===== config.mk =====
export PLATFORM = sky130hd
export DESIGN_NAME = vga_timing_gen
export DESIGN_NICKNAME = d
export VERILOG_FILES = /design/src/rtl/vga_timing_pkg.sv /design/src/rtl/vga_delay_line.sv /design/src/rtl/vga_timing_gen.sv
export SDC_FILE = /design/constraint.sdc
export NUM_CORES = 1
export LEC_CHECK = 0
export CAP_MARGIN = 20
export CELL_PAD_IN_SITES_DETAIL_PLACEMENT = 1
export CELL_PAD_IN_SITES_GLOBAL_PLACEMENT = 2
export CORE_MARGIN = 5
export CORE_UTILIZATION = 40
export DETAILED_ROUTE_END_ITERATION = 6
export DONT_BUFFER_PORTS = 1
export GPL_TIMING_DRIVEN = 0
export PLACE_DENSITY_LB_ADDON = 0.1
export SLEW_MARGIN = 10
export SYNTH_ARGS = -nofsm -noshare
export SYNTH_HDL_FRONTEND = slang
export SYNTH_SLANG_ARGS = --single-unit

===== constraint.sdc =====
create_clock -name iPIXEL_CLK -period 2.84 [get_ports iPIXEL_CLK]
set_clock_uncertainty 0.1 [all_clocks]
set_input_delay 0.568 -clock iPIXEL_CLK [delete_from_list [all_inputs] [get_ports iPIXEL_CLK]]
set_output_delay 0.568 -clock iPIXEL_CLK [all_outputs]
set_load 0.02 [all_outputs]

===== src/rtl/vga_timing_pkg.sv =====
// Shared 640x480@60 timing constants, polarity encodings and width helpers.
package vga_timing_pkg;

    localparam int unsigned VGA_H_ACTIVE = 640;
    localparam int unsigned VGA_H_FP     = 16;
    localparam int unsigned VGA_H_SYNC   = 96;
    localparam int unsigned VGA_H_BP     = 48;
    localparam int unsigned VGA_V_ACTIVE = 480;
    localparam int unsigned VGA_V_FP     = 10;
    localparam int unsigned VGA_V_SYNC   = 2;
    localparam int unsigned VGA_V_BP     = 33;
    localparam int unsigned VGA_H_TOTAL  = VGA_H_ACTIVE + VGA_H_FP + VGA_H_SYNC + VGA_H_BP;
    localparam int unsigned VGA_V_TOTAL  = VGA_V_ACTIVE + VGA_V_FP + VGA_V_SYNC + VGA_V_BP;

    localparam logic POL_ACTIVE_LOW  = 1'b0;
    localparam logic POL_ACTIVE_HIGH = 1'b1;

    // Smallest width w with 2^w >= value.
    function automatic int unsigned clog2(input int unsigned value);
        int unsigned width;
        width = 0;
        for (int unsigned i = 0; i < 32; i++) begin
            if ((33'd1 << i) < {1'b0, value}) width = i + 1;
        end
        return width;
    endfunction

    // Counter width that can hold every value up to the larger total.
    function automatic int unsigned cnt_width(input int unsigned h_total, input int unsigned v_total);
        return clog2(((h_total > v_total) ? h_total : v_total) + 1);
    endfunction

endpackage


===== src/rtl/vga_delay_line.sv =====
// Fixed-depth shift register with a parameterised reset value; depth 0 is a wire.
module vga_delay_line #(
    parameter int unsigned       WIDTH   = 3,
    parameter int unsigned       DEPTH   = 2,
    parameter logic [WIDTH-1:0]  RST_VAL = '0
) (
    input  logic             clk,
    input  logic             rst_n,
    input  logic [WIDTH-1:0] din,
    output logic [WIDTH-1:0] dout
);

    if (DEPTH == 0) begin : g_wire
        logic unused_clk_rst;
        assign unused_clk_rst = clk ^ rst_n;
        assign dout = din;
    end else begin : g_pipe
        logic [WIDTH-1:0] pipe_q [DEPTH];
        logic [WIDTH-1:0] pipe_d [DEPTH];

        // Next tap values: new sample enters tap 0, everything else moves one deeper.
        always_comb begin
            pipe_d[0] = din;
            for (int unsigned i = 1; i < DEPTH; i++) begin
                pipe_d[i] = pipe_q[i-1];
            end
        end

        // Tap registers; reset loads the idle pattern into every tap.
        always_ff @(posedge clk or negedge rst_n) begin
            if (!rst_n) begin
                for (int unsigned i = 0; i < DEPTH; i++) begin
                    pipe_q[i] <= RST_VAL;
                end
            end else begin
                pipe_q <= pipe_d;
            end
        end

        assign dout = pipe_q[DEPTH-1];
    end

endmodule


===== src/rtl/vga_timing_gen.sv =====
// VGA raster counters, stage-0 pixel request/coordinates, and latency-matched sync/blank.
module vga_timing_gen
    import vga_timing_pkg::*;
#(
    parameter int unsigned H_ACTIVE     = VGA_H_ACTIVE,
    parameter int unsigned H_FP         = VGA_H_FP,
    parameter int unsigned H_SYNC       = VGA_H_SYNC,
    parameter int unsigned H_BP         = VGA_H_BP,
    parameter int unsigned V_ACTIVE     = VGA_V_ACTIVE,
    parameter int unsigned V_FP         = VGA_V_FP,
    parameter int unsigned V_SYNC       = VGA_V_SYNC,
    parameter int unsigned V_BP         = VGA_V_BP,
    parameter logic        HS_POL       = POL_ACTIVE_LOW,
    parameter logic        VS_POL       = POL_ACTIVE_LOW,
    parameter int unsigned DATA_LATENCY = 2,
    parameter int unsigned CW           = cnt_width(H_ACTIVE + H_FP + H_SYNC + H_BP,
                                                    V_ACTIVE + V_FP + V_SYNC + V_BP)
) (
    input  logic          iPIXEL_CLK,
    input  logic          iRST_N,
    input  logic          iENABLE,
    output logic [CW-1:0] oX,
    output logic [CW-1:0] oY,
    output logic          oREQ,
    output logic          oLINE_START,
    output logic          oFRAME_START,
    output logic          oHSYNC,
    output logic          oVSYNC,
    output logic          oBLANK_N,
    output logic          oSYNC_N
);

    localparam int unsigned H_TOTAL  = H_ACTIVE + H_FP + H_SYNC + H_BP;
    localparam int unsigned V_TOTAL  = V_ACTIVE + V_FP + V_SYNC + V_BP;
    localparam int unsigned HS_START = H_ACTIVE + H_FP;
    localparam int unsigned HS_END   = HS_START + H_SYNC;
    localparam int unsigned VS_START = V_ACTIVE + V_FP;
    localparam int unsigned VS_END   = VS_START + V_SYNC;

    localparam logic [CW-1:0] H_LAST = CW'(H_TOTAL - 1);
    localparam logic [CW-1:0] V_LAST = CW'(V_TOTAL - 1);
    localparam logic [2:0]    TIMING_IDLE = {~HS_POL, ~VS_POL, 1'b0};

    logic [CW-1:0] h_cnt_q, h_cnt_d;
    logic [CW-1:0] v_cnt_q, v_cnt_d;
    logic [CW-1:0] x_q, x_d;
    logic [CW-1:0] y_q, y_d;
    logic          req_q, req_d;
    logic          line_start_q, line_start_d;
    logic          frame_start_q, frame_start_d;
    logic          hsync_q, hsync_d;
    logic          vsync_q, vsync_d;
    logic          hs_act, vs_act, in_active;
    logic [2:0]    timing_dly;

    // Raster counter advance; disable parks both counters on the last position so
    // the first enabled edge always lands on (0,0).
    always_comb begin
        h_cnt_d = h_cnt_q;
        v_cnt_d = v_cnt_q;
        if (!iENABLE) begin
            h_cnt_d = H_LAST;
            v_cnt_d = V_LAST;
        end else if (h_cnt_q == H_LAST) begin
            h_cnt_d = '0;
            v_cnt_d = (v_cnt_q == V_LAST) ? '0 : v_cnt_q + CW'(1);
        end else begin
            h_cnt_d = h_cnt_q + CW'(1);
        end
    end

    // Stage-0 decode from the next counter values so outputs align with the counters.
    always_comb begin
        in_active     = (h_cnt_d < CW'(H_ACTIVE)) && (v_cnt_d < CW'(V_ACTIVE));
        hs_act        = (h_cnt_d >= CW'(HS_START)) && (h_cnt_d < CW'(HS_END));
        vs_act        = (v_cnt_d >= CW'(VS_START)) && (v_cnt_d < CW'(VS_END));
        x_d           = iENABLE ? h_cnt_d : '0;
        y_d           = iENABLE ? v_cnt_d : '0;
        req_d         = iENABLE && in_active;
        line_start_d  = iENABLE && (h_cnt_d == '0);
        frame_start_d = line_start_d && (v_cnt_d == '0);
        hsync_d       = (iENABLE && hs_act) ? HS_POL : ~HS_POL;
        vsync_d       = (iENABLE && vs_act) ? VS_POL : ~VS_POL;
    end

    // Counter and stage-0 output registers.
    always_ff @(posedge iPIXEL_CLK or negedge iRST_N) begin
        if (!iRST_N) begin
            h_cnt_q       <= H_LAST;
            v_cnt_q       <= V_LAST;
            x_q           <= '0;
            y_q           <= '0;
            req_q         <= 1'b0;
            line_start_q  <= 1'b0;
            frame_start_q <= 1'b0;
            hsync_q       <= ~HS_POL;
            vsync_q       <= ~VS_POL;
        end else begin
            h_cnt_q       <= h_cnt_d;
            v_cnt_q       <= v_cnt_d;
            x_q           <= x_d;
            y_q           <= y_d;
            req_q         <= req_d;
            line_start_q  <= line_start_d;
            frame_start_q <= frame_start_d;
            hsync_q       <= hsync_d;
            vsync_q       <= vsync_d;
        end
    end

    // Delay sync/blank to line up with the pixel source's RGB.
    vga_delay_line #(
        .WIDTH   (3),
        .DEPTH   (DATA_LATENCY),
        .RST_VAL (TIMING_IDLE)
    ) u_timing_dly (
        .clk   (iPIXEL_CLK),
        .rst_n (iRST_N),
        .din   ({hsync_q, vsync_q, req_q}),
        .dout  (timing_dly)
    );

    assign oX           = x_q;
    assign oY           = y_q;
    assign oREQ         = req_q;
    assign oLINE_START  = line_start_q;
    assign oFRAME_START = frame_start_q;
    assign oHSYNC       = timing_dly[2];
    assign oVSYNC       = timing_dly[1];
    assign oBLANK_N     = timing_dly[0];
    assign oSYNC_N      = 1'b1;

endmodule


==> results of run 1 <==
==> metrics by stage <==
step / setup WS, ns / power, mW / utilization
5_1_grt: 0.0182 / 2.70 / 0.448
2_1_floorplan: 0.426 / 1.85 / -
3_3_place_gp: 0.147 / 2.10 / 0.423
6_report: 0.165 / 2.51 / 0.448
3_5_place_dp: 0.105 / 2.13 / 0.423
4_1_cts: 0.0830 / 2.53 / 0.445
==> cell usage after synthesis (2+ instances only) <==
library cell,number
sky130_fd_sc_hd__dfrtp_1,26
sky130_fd_sc_hd__nor2_1,17
sky130_fd_sc_hd__dfstp_2,16
sky130_fd_sc_hd__nand2_1,16
sky130_fd_sc_hd__buf_4,14
sky130_fd_sc_hd__xnor2_1,14
sky130_fd_sc_hd__nor2b_1,12
sky130_fd_sc_hd__o21ai_0,10
sky130_fd_sc_hd__nand4_1,7
sky130_fd_sc_hd__nand3_1,6
sky130_fd_sc_hd__nor3_1,6
sky130_fd_sc_hd__a21oi_1,5
sky130_fd_sc_hd__and3_1,5
sky130_fd_sc_hd__clkbuf_1,5
sky130_fd_sc_hd__inv_1,4
sky130_fd_sc_hd__a21o_1,3
sky130_fd_sc_hd__a31oi_1,3
sky130_fd_sc_hd__buf_2,3
sky130_fd_sc_hd__ha_1,3
sky130_fd_sc_hd__a211oi_1,2
sky130_fd_sc_hd__and2_1,2
sky130_fd_sc_hd__and3_2,2
sky130_fd_sc_hd__and4_4,2
sky130_fd_sc_hd__and4b_1,2
sky130_fd_sc_hd__buf_6,2
sky130_fd_sc_hd__nand3_2,2
sky130_fd_sc_hd__nand4b_1,2
sky130_fd_sc_hd__nor3b_1,2
sky130_fd_sc_hd__o211a_1,2
sky130_fd_sc_hd__o21ai_1,2
sky130_fd_sc_hd__or3_1,2
sky130_fd_sc_hd__xor2_1,2
==> registers in the layout, summed over array words and instances, names as in the netlist <==
signal                      flops
h_cnt_q                         7
hsync_q                         1
oFRAME_START                    1
oLINE_START                     1
oREQ                            1
oX                             10
oY                              4
u_timing_dly.dout               3
u_timing_dly.g_pipe.pipe_d      3
v_cnt_q                        10
vsync_q                         1
==> cells by family after synthesis <==
family / Yosys count / share of synthesized area
flip-flops: 42 / 0.481
multiplexers: 1 / 0.00449
AND/OR/NAND/NOR: 94 / 0.255
XOR/XNOR: 16 / 0.0629
other: 1 / 0.00168
buffers and inverters: 29 / 0.0815
AO/OA/AOI/OAI: 34 / 0.0966
adder cells (fa/ha/maj): 3 / 0.0169
==> repair_timing <==
item,4_1_cts,5_1_grt
hold endpoints to repair,26,15
resized for setup,0,1
endpoints found under the setup margin,0,1
hold buffers,3,1
==> cell type report <==
| class | count | area [µm²] | area share |
|---|---|---|---|
| buffer | 25 | 166 | 0.0679 |
| clock buffer | 5 | 68.8 | 0.0281 |
| clock inverter | 2 | 10.0 | 0.00408 |
| inverter | 4 | 15.0 | 0.00613 |
| multi-input combinational | 149 | 980 | 0.400 |
| sequential | 42 | 1070 | 0.437 |
| tap | 72 | 90.1 | 0.0368 |
| timing repair buffer | 4 | 50.0 | 0.0204 |
==> per-layer routing <==
layer,vias up,share of wire
met5,-,0
met4,0,0.0096
met3,5,0.034
met2,28,0.46
met1,807,0.50
li1,768,-
==> worst max-delay path by stage <==
stage	start	slack (ns)	to	cells past startpoint
detailed placement	h_cnt_q[0]$_DFF_PN1_	0.10	vsync_q$_DFF_PN1_	8
floorplan	h_cnt_q[0]$_DFF_PN1_	0.43	vsync_q$_DFF_PN1_	8
global route	h_cnt_q[0]$_DFF_PN1_	0.02	vsync_q$_DFF_PN1_	8
CTS	h_cnt_q[0]$_DFF_PN1_	0.08	vsync_q$_DFF_PN1_	8
global placement	h_cnt_q[0]$_DFF_PN1_	0.15	vsync_q$_DFF_PN1_	8
finish	h_cnt_q[0]$_DFF_PN1_	0.16	vsync_q$_DFF_PN1_	8
==> power breakdown <==
| group | internal (mW) | switching (mW) |
|---|---|---|
| combinational | 0.448 | 0.695 |
| clock | 0.165 | 0.199 |
| sequential | 0.801 | 0.199 |
==> worst max-delay path, stage by stage (launching register included) <==
cell	delay [ns]
sky130_fd_sc_hd__dfstp_2	0.59
sky130_fd_sc_hd__ha_1	0.25
sky130_fd_sc_hd__and4_4	0.24
sky130_fd_sc_hd__buf_6	0.13
sky130_fd_sc_hd__nand4_1	0.23
sky130_fd_sc_hd__nor3_2	0.21
sky130_fd_sc_hd__xnor2_1	0.19
sky130_fd_sc_hd__o21ai_1	0.14
sky130_fd_sc_hd__or4b_1	0.53
==> impl_summary.md, run 1 <==
Timing
Setup repair after global routing left no endpoint under its margin. The final hold violation count is 0. The number of max-slew violations in the final report is 0.

The final-layout setup total negative slack is 0 ns. The transition at the pin with the smallest max-transition slack is 0.755 ns. The final period utilization is 0.942. The routed design could run at a clock period as short as 2.68 ns.

Setup violations remaining at the end of the flow were counted as 0. On the final layout, the worst hold slack is 0.250 ns. The remaining max-slew budget at the tightest pin is 0.495. Timing would allow up to 374 MHz.

Clock tree
TritonCTS built the clock tree. CTS saw 42 sinks. The maximum number of buffers from clock root to sink is 2. The root buffer selected by CTS is sky130_fd_sc_hd__clkbuf_8.

Clock latency on the worst-skew pair, taken at its later pin, is 0.29 ns. The clock transition at the register clock pins on the worst setup and hold paths after CTS is 0.08 ns. In this run, CTS created clock tree buffers numbering 5. The number of post-CTS setup repair buffers is 0. In this run the number of H-tree levels came out at 2.

Hold path
The tightest min-delay check is of the flop to flop type. The endpoint with the worst hold slack is u_timing_dly.dout[0]$_DFF_PN0_. The source of the worst hold timing path is u_timing_dly.g_pipe.pipe_d[0]$_DFF_PN0_. Counting instances, the worst hold path has a depth of 0.

Die
The floorplan has 27 rows. The count of boundary I/O pins is 30. The die covers 0.00716 mm².

The floorplan core area is 0.00547 mm². The overall die width is 84.6 µm. The vertical die dimension is 84.6 µm. The initial utilization of the core area, before any placement, comes to 0.407.

Critical path
The startpoint identified for the worst register-to-register timing path is h_cnt_q[0]$_DFF_PN1_. The endpoint identified for the worst register-to-register timing path is vsync_q$_DFF_PN1_. The worst path required time is 2.95 ns. The data arrival time of the critical path is 2.79 ns. The highest net fanout along the worst path is 8. The nature of the critical path startpoint is a flop.

The setup slack of the worst register-to-register path is 0.16 ns. For the worst flop-to-flop path, the logic depth is 8. The endpoint type of the worst setup path is a flop.

The critical path is of the flop to flop type.

Synth
The post-synthesis cell area is 0.00223 mm². The distinct cell type count of the synthesized netlist is 51. Counting flops and latches in the post-synthesis netlist gives 42. The count of flip-flops with a built-in enable after synthesis is 0.

The number of standard cells after synthesis is 220. Counting every net in the synthesized netlist gives 226. The most instantiated flip-flop cell in the synthesis netlist is sky130_fd_sc_hd__dfrtp_1.

During synthesis, Yosys emitted a total of 0 warnings. The share of the synthesized area in the top cell type is 0.292. The post-synthesis async set-or-reset flop share is 1.00. After synthesis, the mean cell area works out to 10.1 µm².

For this run, the register share of the synthesized area comes to 0.481. The largest area contributor in the synthesized netlist is sky130_fd_sc_hd__dfrtp_1. Ranked by total cell area, the synthesized netlist is headed by sky130_fd_sc_hd__dfrtp_1 (29%), sky130_fd_sc_hd__dfstp_2 (19%), sky130_fd_sc_hd__xnor2_1 (5.5%), sky130_fd_sc_hd__buf_4 (4.7%), sky130_fd_sc_hd__nor2b_1 (3.4%).

Detailed routing
Once detail routing completed, the nets flagged for antenna violations numbered 0. For this block, the initial DRC count from the detailed router was 73. The final routed DRC violation total is 0. The detailed-router iteration count before antenna repair is 4. The number of vias in the routed layout is 1,608. The aggregate routed wire length is 5530 µm. The routed wire length per instance is 18.3 µm.

The via density per instance is 5.31.

Global route
The met3 capacity usage during global routing is 0.0402. The global-route usage over all layers is 0.161. The number of global-route vias before repair is 1,714.

The highest-utilization routing layer at the global route stage is met2. The initial antenna violation count is 0. The first global-routing pass estimated 9200 µm of wire. The total overflow left after global routing is 0. For this run, global-route usage on met1 was measured as 0.220. Entering global routing, the biggest net connects 27 pins. The global routing usage on met2 is 0.257.

Power and ir drop
The reported leakage power is 1.03 nW. The areal power density over the cells is 1020 mW/mm². The worst vdd rail ir drop is 0.413 mV.

Final layout
The top cell types in the final layout, fill and taps aside, are sky130_fd_sc_hd__dfrtp_1 (26), sky130_fd_sc_hd__nor2_1 (17), sky130_fd_sc_hd__nand2_1 (16), sky130_fd_sc_hd__dfstp_2 (16). After the last flow step, the layout net total stands at 237. The repair_antennas step left the layout with diodes totalling 0. Counting the fill cells in the layout gives 614. The layout overhead on the synthesized area is 10.1%. Of the cells placed in the final design, the portion with a size suffix greater than 1 is 0.238. After routing the design area is 0.00245 mm².

The finished layout holds 303 standard cells, fillers aside. Leaving out fill and tap cells, the most frequent cell in the layout is sky130_fd_sc_hd__dfrtp_1.

Status
The run finished with clean final reports.

Placement
Port buffering added 0 buffers. Once placement finished, the instance area stood at 0.00232 mm². The wire-length estimate of the detail-placed layout is 3910 µm. In this run, placement finished with an instance count of 292. The routability congestion estimate is 0.833.

Flow run
Max-cap violations in this run came to 0.
Power figures use the tool's default switching activity.
==> inputs of run 2 (changes only) <==
CELL_PAD_IN_SITES_GLOBAL_PLACEMENT = 1   (was 2)
CORE_UTILIZATION = 49   (was 40)
==> run 2 against run 1 <==
  * Power up 0.47%
  * Global-route usage rose by 2.9 points
  * Register-to-register slack worse by 0.07 ns
  * Cell area is 1.3% lower
  * Largest cell class unchanged
  * Die area down 16%
  * Critical path depth did not move
  * Via count grew 2.4%
  * Highest routed layer unchanged
  * Sequential share of layout area grew 0.56 points
  * Cell count decreased by 6.6%
  * Combinational power about the same
  * First-iteration DRC count stayed put
  * Setup slack worse by 0.070 ns
==> impl_summary.md, run 2 (synthesized netlist as in run 1, its figures left out) <==
Power and ir drop
In this run the static leakage power is 1.02 nW. The total design power is 2.52 mW. Across the VDD grid, the largest voltage drop is 0.493 mV.

The areal power density over the cells is 1040 mW/mm².

Critical path
The critical path is of the flop to flop type. The data arrival time of the critical path is 2.87 ns. The nature of the critical path startpoint is a flop.

In this run the worst path has a maximum fanout of 8. The worst path required time is 2.96 ns. In this run the critical register-to-register path is launched from h_cnt_q[0]$_DFF_PN1_. The critical path launch point is h_cnt_q[0]$_DFF_PN1_. STA classifies the critical path endpoint as a flop.

Placement
Detailed placement ended at an HPWL of 3740 µm. Buffers placed on the I/O ports in this run total 0. At the end of routability-driven placement, the weighted congestion stood at 0.896. The placed cell area is 0.00229 mm².

The post-placement worst setup slack is 0.143 ns.

Clock tree
After clock tree synthesis, the clock-pin slew on the worst setup and hold paths is 0.08 ns. The CTS tree is yes. The number of levels in the clock H-tree is 2.

The root buffer selected by CTS is sky130_fd_sc_hd__clkbuf_8. The clock sink total is 42. The clock passes through at most 2 buffers. The total CTS buffers is 5.

The clock insertion delay at the later pin of the skew report is 0.30 ns.

Die
The full die area is 0.00599 mm². The region available for standard cell placement spans 0.00438 mm². For this configuration, the core starts out at a cell density of 0.508. The vertical die dimension is 77.4 µm.

From left edge to right edge, the die measures 77.4 µm. The count of boundary I/O pins is 30. The floorplan has 24 rows.

Timing
The final hold violation count is 0. Setup repair after global routing left no endpoint under its margin. Setup violations remaining at the end of the flow were counted as 0. The transition at the pin with the smallest max-transition slack is 0.550 ns. In the finished design, the share of the clock period the worst path needs comes to 0.967. Once routing completed, OpenROAD measured the worst setup slack at 0.0949 ns.

The highest clock frequency the design can meet is 364 MHz. The number of max-slew violations in the final report is 0. The final-layout setup total negative slack is 0 ns.

The remaining max-slew budget at the tightest pin is 0.630. Subtracting the final worst setup slack from the clock period gives 2.75 ns.

Status
The flow ran to the end, and the final reports show no timing, DRC or antenna violations.

Final layout
0 antenna diodes ended up in the layout. The proportion of layout cells with a drive suffix above 1 is 0.238. The most common cell after layout, fill and taps aside is sky130_fd_sc_hd__dfrtp_1. Leaving out fill and tap cells, the most frequent cells in the layout are sky130_fd_sc_hd__dfrtp_1 (26), sky130_fd_sc_hd__nor2_1 (17), sky130_fd_sc_hd__nand2_1 (16), sky130_fd_sc_hd__dfstp_2 (16). The final layout contains 236 nets. The final instance area is 0.00242 mm². The layout overhead on the synthesized area is 8.65%.

Detailed routing
The aggregate routed wire length is 5380 µm. Using the TritonRoute via totals, the vias-per-cell ratio works out to 5.82. The number of vias in the routed layout is 1,646. The detailed router finished its first iteration with 73 violations. The number of antenna-violating nets in the routed design is 0. For this run, design rule violations remaining after detail routing come to 0. The first detailed-routing pass took 4 iterations. Dividing the detail-routed wire length by the instance count gives 19.0 µm.

Global route
The pin count of the biggest net entering global routing is 31. After global routing the overflow that remains totals 0. The first global-routing pass estimated 9020 µm of wire.

The number of global-route vias before repair was 1,775. The initial antenna violation count was 0. The global-route usage over all layers is 0.190.

Hold path
The worst hold path begins at hsync_q$_DFF_PN1_. The type of the worst min-delay path is flop to flop.

Flow run
The tool flagged a number of max-cap violations equal to 0.
## run 2: area by class of cell
cell class                 count  area (µm²)
tap                           52        65.1
clock buffer                   6        72.6
timing repair buffer           3        40.0
sequential                    42        1070
clock inverter                 2        10.0
fill                         511        1960
inverter                       4        15.0
multi-input combinational    149         980
buffer                        25         166
## run 2: worst paths after layout
check,endpoint,slack (ns),cells past startpoint
worst max-delay path,vsync_q$_DFF_PN1_,0.09,8
worst max register to register,vsync_q$_DFF_PN1_,0.09,8
max in group asynchronous,v_cnt_q[2]$_DFF_PN1_,1.58,2
min in group asynchronous,h_cnt_q[3]$_DFF_PN1_,0.79,1
worst min-delay path,u_timing_dly.g_pipe.pipe_d[2]$_DFF_PN1_,0.26,0
worst min register to register,u_timing_dly.g_pipe.pipe_d[2]$_DFF_PN1_,0.26,0
## run 2: per-stage QoR
stage / instances / hold slack (ns) / utilization
2_1_floorplan: 220 / 0.172 / -
3_3_place_gp: 272 / 0.174 / 0.523
3_5_place_dp: 272 / 0.174 / 0.523
4_1_cts: 282 / 0.00174 / 0.549
5_1_grt: 283 / 0.268 / 0.552
6_report: 283 / 0.259 / 0.552
## run 2: what timing repair did
item / in CTS / in global routing
setup endpoints to repair: 0 / 1
hold buffers: 2 / 1
setup buffers: 0 / 0
resized for setup: 0 / 1
hold endpoints to repair: 30 / 9
## run 2: routing by layer
metal	GRT usage	routed length (µm)	part of all wire	up-vias
met5	0	0	0	-
met4	0.0739	63	0.012	0
met3	0.0394	220	0.041	6
met2	0.298	2500	0.46	30
met1	0.259	2600	0.48	836
li1	-	-	-	774
## run 2: where the power goes
part           internal [mW]  switching, mW  total [mW]
Combinational          0.447          0.700        1.15
Sequential             0.801          0.196       0.997
Clock                  0.170          0.204       0.375
## run 2: critical path, stage by stage, from the launching register on
cell                      delay (ns)
sky130_fd_sc_hd__dfstp_2        0.59
sky130_fd_sc_hd__ha_1           0.25
sky130_fd_sc_hd__and4_4         0.25
sky130_fd_sc_hd__buf_6          0.13
sky130_fd_sc_hd__nand4_1        0.20
sky130_fd_sc_hd__nor3_2         0.24
sky130_fd_sc_hd__xnor2_1        0.21
sky130_fd_sc_hd__o21ai_1        0.16
sky130_fd_sc_hd__or4b_1         0.53
==> inputs of run 3 (changes only) <==
ABC_CLOCK_PERIOD_IN_PS = 2840   (was not set)
==> results of run 3 <==
No change in the layout: final DEF, timing and power equal those of run 2.
